**src/rtl/systola_pkg.sv**
```systemverilog
// systola_pkg: definitions shared by the systolic-array edge controllers.
//   - default array geometry (row count, word width)
//   - row-input controller state encoding
//   - word type at the default width
package systola_pkg;
    localparam int DW_DEF    = 32;
    localparam int NROWS_DEF = 8;

    typedef enum logic {
        FILL   = 1'b0,
        LAUNCH = 1'b1
    } row_in_state_e;

    typedef logic [DW_DEF-1:0] word_t;
endpackage

```
**src/rtl/row_input_ctrl_skew_line.sv**
```systemverilog
// skew_line: one lane of the row-input skew pipeline. A DEPTH-register delay
// line carrying data and a valid bit, advancing only when adv is high.
//   clk, rst   clock, synchronous active-high reset (clears data and valid)
//   adv        advance enable; low holds every stage
//   din, vin   data/valid shifted into stage 0
//   dout, vout final stage
module skew_line
    import systola_pkg::*;
#(
    parameter int DEPTH = 1,
    parameter int DW    = DW_DEF
) (
    input  logic          clk,
    input  logic          rst,
    input  logic          adv,
    input  logic [DW-1:0] din,
    input  logic          vin,
    output logic [DW-1:0] dout,
    output logic          vout
);
    logic [DEPTH-1:0][DW-1:0] d_pipe;
    logic [DEPTH-1:0]         vld_pipe;

    always_ff @(posedge clk) begin
        if (rst) begin
            d_pipe   <= '0;
            vld_pipe <= '0;
        end else if (adv) begin
            d_pipe[0]   <= din;
            vld_pipe[0] <= vin;
            for (int k = 1; k < DEPTH; k++) begin
                d_pipe[k]   <= d_pipe[k-1];
                vld_pipe[k] <= vld_pipe[k-1];
            end
        end
    end

    assign dout = d_pipe[DEPTH-1];
    assign vout = vld_pipe[DEPTH-1];
endmodule

```
**src/rtl/row_input_ctrl.sv**
```systemverilog
// row_input_ctrl: packs NROWS serial words into a row vector and launches it
// into the systolic array's left edge with diagonal skew (lane i lags lane 0
// by i advancing cycles).
//   clk, rst    clock, synchronous active-high reset
//   wvalid/win  serial write word; wready accepts it (registered, FILL only)
//   array_rdy   array advancing; low freezes the skew pipeline
//   out_r/out_v per-lane data/valid, lane i = element i
//   busy        partial vector, pending vector, or any lane valid
//   flush       (only with ROW_IN_FLUSH_EN) launch a partial vector,
//               zero-padding the missing lanes with their valids held low
module row_input_ctrl
    import systola_pkg::*;
#(
    parameter int NROWS = NROWS_DEF,
    parameter int DW    = DW_DEF
) (
    input  logic                        clk,
    input  logic                        rst,
    input  logic                        wvalid,
    input  logic [DW-1:0]               win,
    output logic                        wready,
    input  logic                        array_rdy,
    output logic [0:NROWS-1][DW-1:0]    out_r,
    output logic [NROWS-1:0]            out_v,
`ifdef ROW_IN_FLUSH_EN
    input  logic                        flush,
`endif
    output logic                        busy
);
    localparam int CW = $clog2(NROWS + 1);

    row_in_state_e             state;
    logic [CW-1:0]             cnt;
    logic [NROWS-1:0][DW-1:0]  staging;
    logic [NROWS-1:0]          lane_en;   // which lanes launch with valid=1

    logic          accept;
    logic          launch;
    logic          flush_go;
    logic [CW-1:0] cnt_nxt;

    // wready is a register that is 1 exactly in FILL, so accept never
    // depends combinationally on anything but wvalid and state.
    assign accept  = wvalid && wready;
    assign launch  = (state == LAUNCH) && array_rdy;
    assign cnt_nxt = cnt + CW'(accept);

`ifdef ROW_IN_FLUSH_EN
    assign flush_go = flush && (state == FILL) && (cnt != '0);
`else
    assign flush_go = 1'b0;
`endif

    always_ff @(posedge clk) begin
        if (rst) begin
            state   <= FILL;
            wready  <= 1'b1;
            cnt     <= '0;
            staging <= '0;
            lane_en <= '0;
        end else begin
            case (state)
                FILL: begin
                    for (int i = 0; i < NROWS; i++) begin
                        if (accept && cnt == CW'(i))
                            staging[i] <= win;
                        // A same-edge word lands first; everything past it pads to 0.
                        else if (flush_go && CW'(i) >= cnt_nxt)
                            staging[i] <= '0;
                    end
                    cnt <= cnt_nxt;
                    if ((accept && cnt == CW'(NROWS-1)) || flush_go) begin
                        state  <= LAUNCH;
                        wready <= 1'b0;
                        for (int i = 0; i < NROWS; i++)
                            lane_en[i] <= CW'(i) < cnt_nxt;
                    end
                end
                LAUNCH: begin
                    if (array_rdy) begin
                        state  <= FILL;
                        wready <= 1'b1;
                        cnt    <= '0;
                    end
                end
                default: begin
                    state  <= FILL;
                    wready <= 1'b1;
                    cnt    <= '0;
                end
            endcase
        end
    end

    // Lane i is i+1 registers deep, which produces the diagonal skew.
    for (genvar i = 0; i < NROWS; i++) begin : g_lane
        skew_line #(
            .DEPTH (i + 1),
            .DW    (DW)
        ) u_lane (
            .clk  (clk),
            .rst  (rst),
            .adv  (array_rdy),
            .din  (staging[i]),
            .vin  (launch && lane_en[i]),
            .dout (out_r[i]),
            .vout (out_v[i])
        );
    end

    assign busy = (cnt != '0) || (state == LAUNCH) || (|out_v);
endmodule

```
**config.mk**
```make
export PLATFORM = sky130hd
export DESIGN_NAME = row_input_ctrl
export DESIGN_NICKNAME = d
export VERILOG_FILES = /design/src/rtl/systola_pkg.sv /design/src/rtl/row_input_ctrl_skew_line.sv /design/src/rtl/row_input_ctrl.sv
export SDC_FILE = /design/constraint.sdc
export NUM_CORES = 2
export LEC_CHECK = 0
export BUFFER_PORTS_ARGS = -buffer_cell sky130_fd_sc_hd__buf_4
export CORE_ASPECT_RATIO = 1.2
export CORE_MARGIN = 2
export CORE_UTILIZATION = 50
export DETAILED_ROUTE_END_ITERATION = 12
export GPL_ROUTABILITY_DRIVEN = 0
export PLACE_DENSITY = 0.7
export SLEW_MARGIN = 15
export SYNTH_ARGS = -nofsm -noshare
export SYNTH_HDL_FRONTEND = slang
export SYNTH_SLANG_ARGS = --single-unit
```
**constraint.sdc**
```tcl
create_clock -name clk -period 1.6 [get_ports clk]
set_input_delay 0.08 -clock clk [delete_from_list [all_inputs] [get_ports clk]]
set_output_delay 0.08 -clock clk [all_outputs]
set_load 0.01 [all_outputs]
```
==> results.md <==
* Slew Viols, Final at 0
* 1st-pass router iterations at 5
* Die area at 109,000 sq um
* VDD IR-drop max at about 0.0009 V
* Overflow after GRT at 0
* Final WS setup at -0.317 ns
* Initial DRC Count at between 2,000 and 2,500
* Worst Skew at about 0.029 ns
* Net Count, Synth at between 5,000 and 6,000
* H-tree depth at 4
* Clk_lat worst skew at approximately 0.75 ns
* Hold WC Path Type: input port to flop
* Final hold vios at 0
* Floorplan core area at 105,000 sq um
* Worst Max-Slew Pin Slew at about 0.8 ns
* Crit-path max cell delay at ~0.63 ns
* Synth top area share at 0.550
* Via count at 33,400
* Vias/cell at around 5
* Clock root cell: clkbuf_16
* Num CTS Buffers at 140
* Synth Register Bits at 1,458
* Maximum clock frequency at 0.522 GHz
* DR DRC count at 0
* Post-synthesis mux area share at 0.265
* Fin nets at between 5,000 and 6,000
* RSZ-0062 raised after global routing: yes
* Syn_area_per_cell at approximately 10 sq um
* Synth Area in Adders at 0.000471
* Mapped cell area at about 53,000 sq um
* WP buf/inv at 3
* Initial Util at 0.506
* Pwr Density at between 1000 and 1500 nW/um^2
* Final WL at between 100,000 and 150,000 um
* Setup Viol. Count Final at 260
* Initial antenna violation count at 3
* Largest net degree at the start of global routing at between 150 and 200
* Share of layout cells above drive strength 1 at 0.156
* PortBufs at roughly 300
* Clock Tree Buf Depth at 3
* Total track usage at 0.212
* # fillers at 8,626
* Global-route wire length before repair at around 180,000 um
* Largest family of logic cells by synthesized area: multiplexers
* Synth unique cells at 40
* Largest cells by area after synthesis: dfxtp_1 (55%), mux2i_1 (26%), nor2_1 (8.5%), buf_4 (3.3%), nand2_1 (1.6%)
* Status: finished with violations
* Worst Path Required at 2.18 ns
* TritonCTS clock tree: built
* Routed length per instance at between 15 and 20 um
* Post-Place Worst Slack at -0.193 ns
* Failing checks: setup timing
* Synth Area in XOR/XNOR at 0.000165
* Minimum clock period at about 1.9 ns
* CP delay by family, top: simple AND/OR/NAND/NOR gates
* Crit. End Element: flop
* Leak Pwr at 28.6 nW
* Area leader, netlist: dfxtp_1
* Setup CP Type: flop to flop
* Fraction of the mapped netlist area in simple logic gates at 0.112
* Most frequent cells in the layout: dfxtp_1 (1,455), mux2i_1 (1,401), nor2_1 (1,193), buf_4 (422), nand2_1 (225)
* Num rows at 130
* Sink Count at about 1,500
* Dpl hpwl at ~76,000 um
* Number of global-route vias before repair at 32,100
* EDFF count, synth at 0
* Syn Inst Count at 5,055
* CP dominant cell by count: buf_6
* Commonest non-fill, non-tap cell in the layout: dfxtp_1
* CTS clk-pin slew, worst paths at around 0.07 ns
* Hold WS at 0.0453 ns
* Area Growth Syn to Fin at 17.2%
* Max-cap violations at 0
* Compound-cell area share of the yosys netlist at 0.00877
* Total number of yosys warnings at 0
* Die height at 361 um
* Worst Setup Start Kind: flop
* WP data arrival at 2.50 ns
* Crit path max-delay cell type: or4b_4
* Post-synthesis sequential area ratio at 0.550
* # IOs at roughly 300
* Post-synth ARST share at 0
* Ys flop type: dfxtp_1
* Pwr Total at ~74 mW
* Critical Path, Cell by Cell: buf_6 -> nand4bb_4 -> buf_6 -> or4b_4 -> buf_8 -> mux2i_1
* Post-DRT Antenna Nets at 0
* Max FO, Critical Path at 7
* Max_slew headroom at 0.458
* Fin crit share at 1.20
* Die width at between 300 and 400 um
kinds of logic (layout without fill, tap and decap cells):
group                    Yosys count  in the layout
AO/OA/AOI/OAI                     63             63
XOR/XNOR                           1              1
adder cells (fa/ha/maj)            2              2
buffers and inverters            606            818
flip-flops                      1458           1458
multiplexers                    1404           1404
other                              0              1
AND/OR/NAND/NOR                 1521           1521
sequential cells by signal, summed over array words and instances (netlist names):
register	cells
g_lane.u_lane.vld_pipe	35
g_lane.u_lane.d_pipe	896
cnt	4
wready	1
g_lane.u_lane.vout	1
staging	256
lane_en	8
g_lane.u_lane.dout	256
state	1
layer usage:
layer	wire length [um]	global-route usage
met1	53500	0.279
met2	56100	0.352
met3	4810	0.0333
met4	4010	0.0777
met5	0	0
Yosys cell counts (2+ instances only):
| master | number |
|---|---|
| nor2b_1 | 9 |
| dfxtp_1 | 1458 |
| mux2i_1 | 1404 |
| a31o_1 | 5 |
| nor4_1 | 2 |
| or2_2 | 2 |
| nor3_1 | 34 |
| clkbuf_1 | 192 |
| buf_1 | 35 |
| o21ai_0 | 3 |
| a21oi_1 | 18 |
| nand2_1 | 227 |
| nand2b_1 | 34 |
| inv_1 | 2 |
| nand4b_1 | 3 |
| ha_1 | 2 |
| nor2_1 | 1195 |
| a211oi_1 | 3 |
| nand3_1 | 3 |
| a2bb2oi_1 | 2 |
| a311oi_1 | 3 |
| and3_1 | 2 |
| buf_2 | 135 |
| buf_4 | 236 |
| buf_6 | 5 |
| a31o_2 | 27 |
final timing paths:
check               startpoint           end  slack (ns)  cells after the start
hold / removal          win[9]   staging[41]        0.05                      3
setup / recovery         state   staging[68]       -0.32                      6
setup reg to reg         state   staging[68]       -0.32                      6
hold reg to reg   staging[139]  staging[139]        0.46                      2
power by group:
group	switching [mW]	internal, mW	total (mW)
clock	14.0	19.2	33.2
combinational	2.22	1.62	3.84
sequential	0.192	36.5	36.7
worst min-delay path: cells and delay by family:
kind | cells | cell delay (ns)
simple gates | 1 | 0.33
mux | 1 | 0.24
buf+inv | 1 | 0.08
timing repair:
item,4_1_cts,5_1_grt
resized for setup,43,59
buffers inserted,13,13
endpoints found under the setup margin,167,267
hold buffers,31,0
cloned,16,5
pin swaps,12,15
endpoints found under the hold margin,452,0
cell type report:
type,instances,area [sq um],area share
Antenna cell,1,2.50,0.0000402
Clock buffer,201,4160,0.0668
Clock inverter,47,520,0.00837
Inverter,3,18.8,0.000302
Multi-Input combinational cell,2991,20900,0.335
Sequential cell,1458,29200,0.469
Tap cell,1386,1730,0.0279
Timing Repair Buffer,567,5720,0.0919
through the flow:
stage	util	area, sq um	TNS [ns]	cells
global route	0.593	62200	-60.02	6654
detailed placement	0.536	56200	-10.86	6339
CTS	0.590	61900	-44.77	6645
global placement	0.536	56200	-8.02	6339
floorplan	-	53100	-1.16	5055
finish	0.593	62200	-42.55	6654
Power figures use the tool's default switching activity.
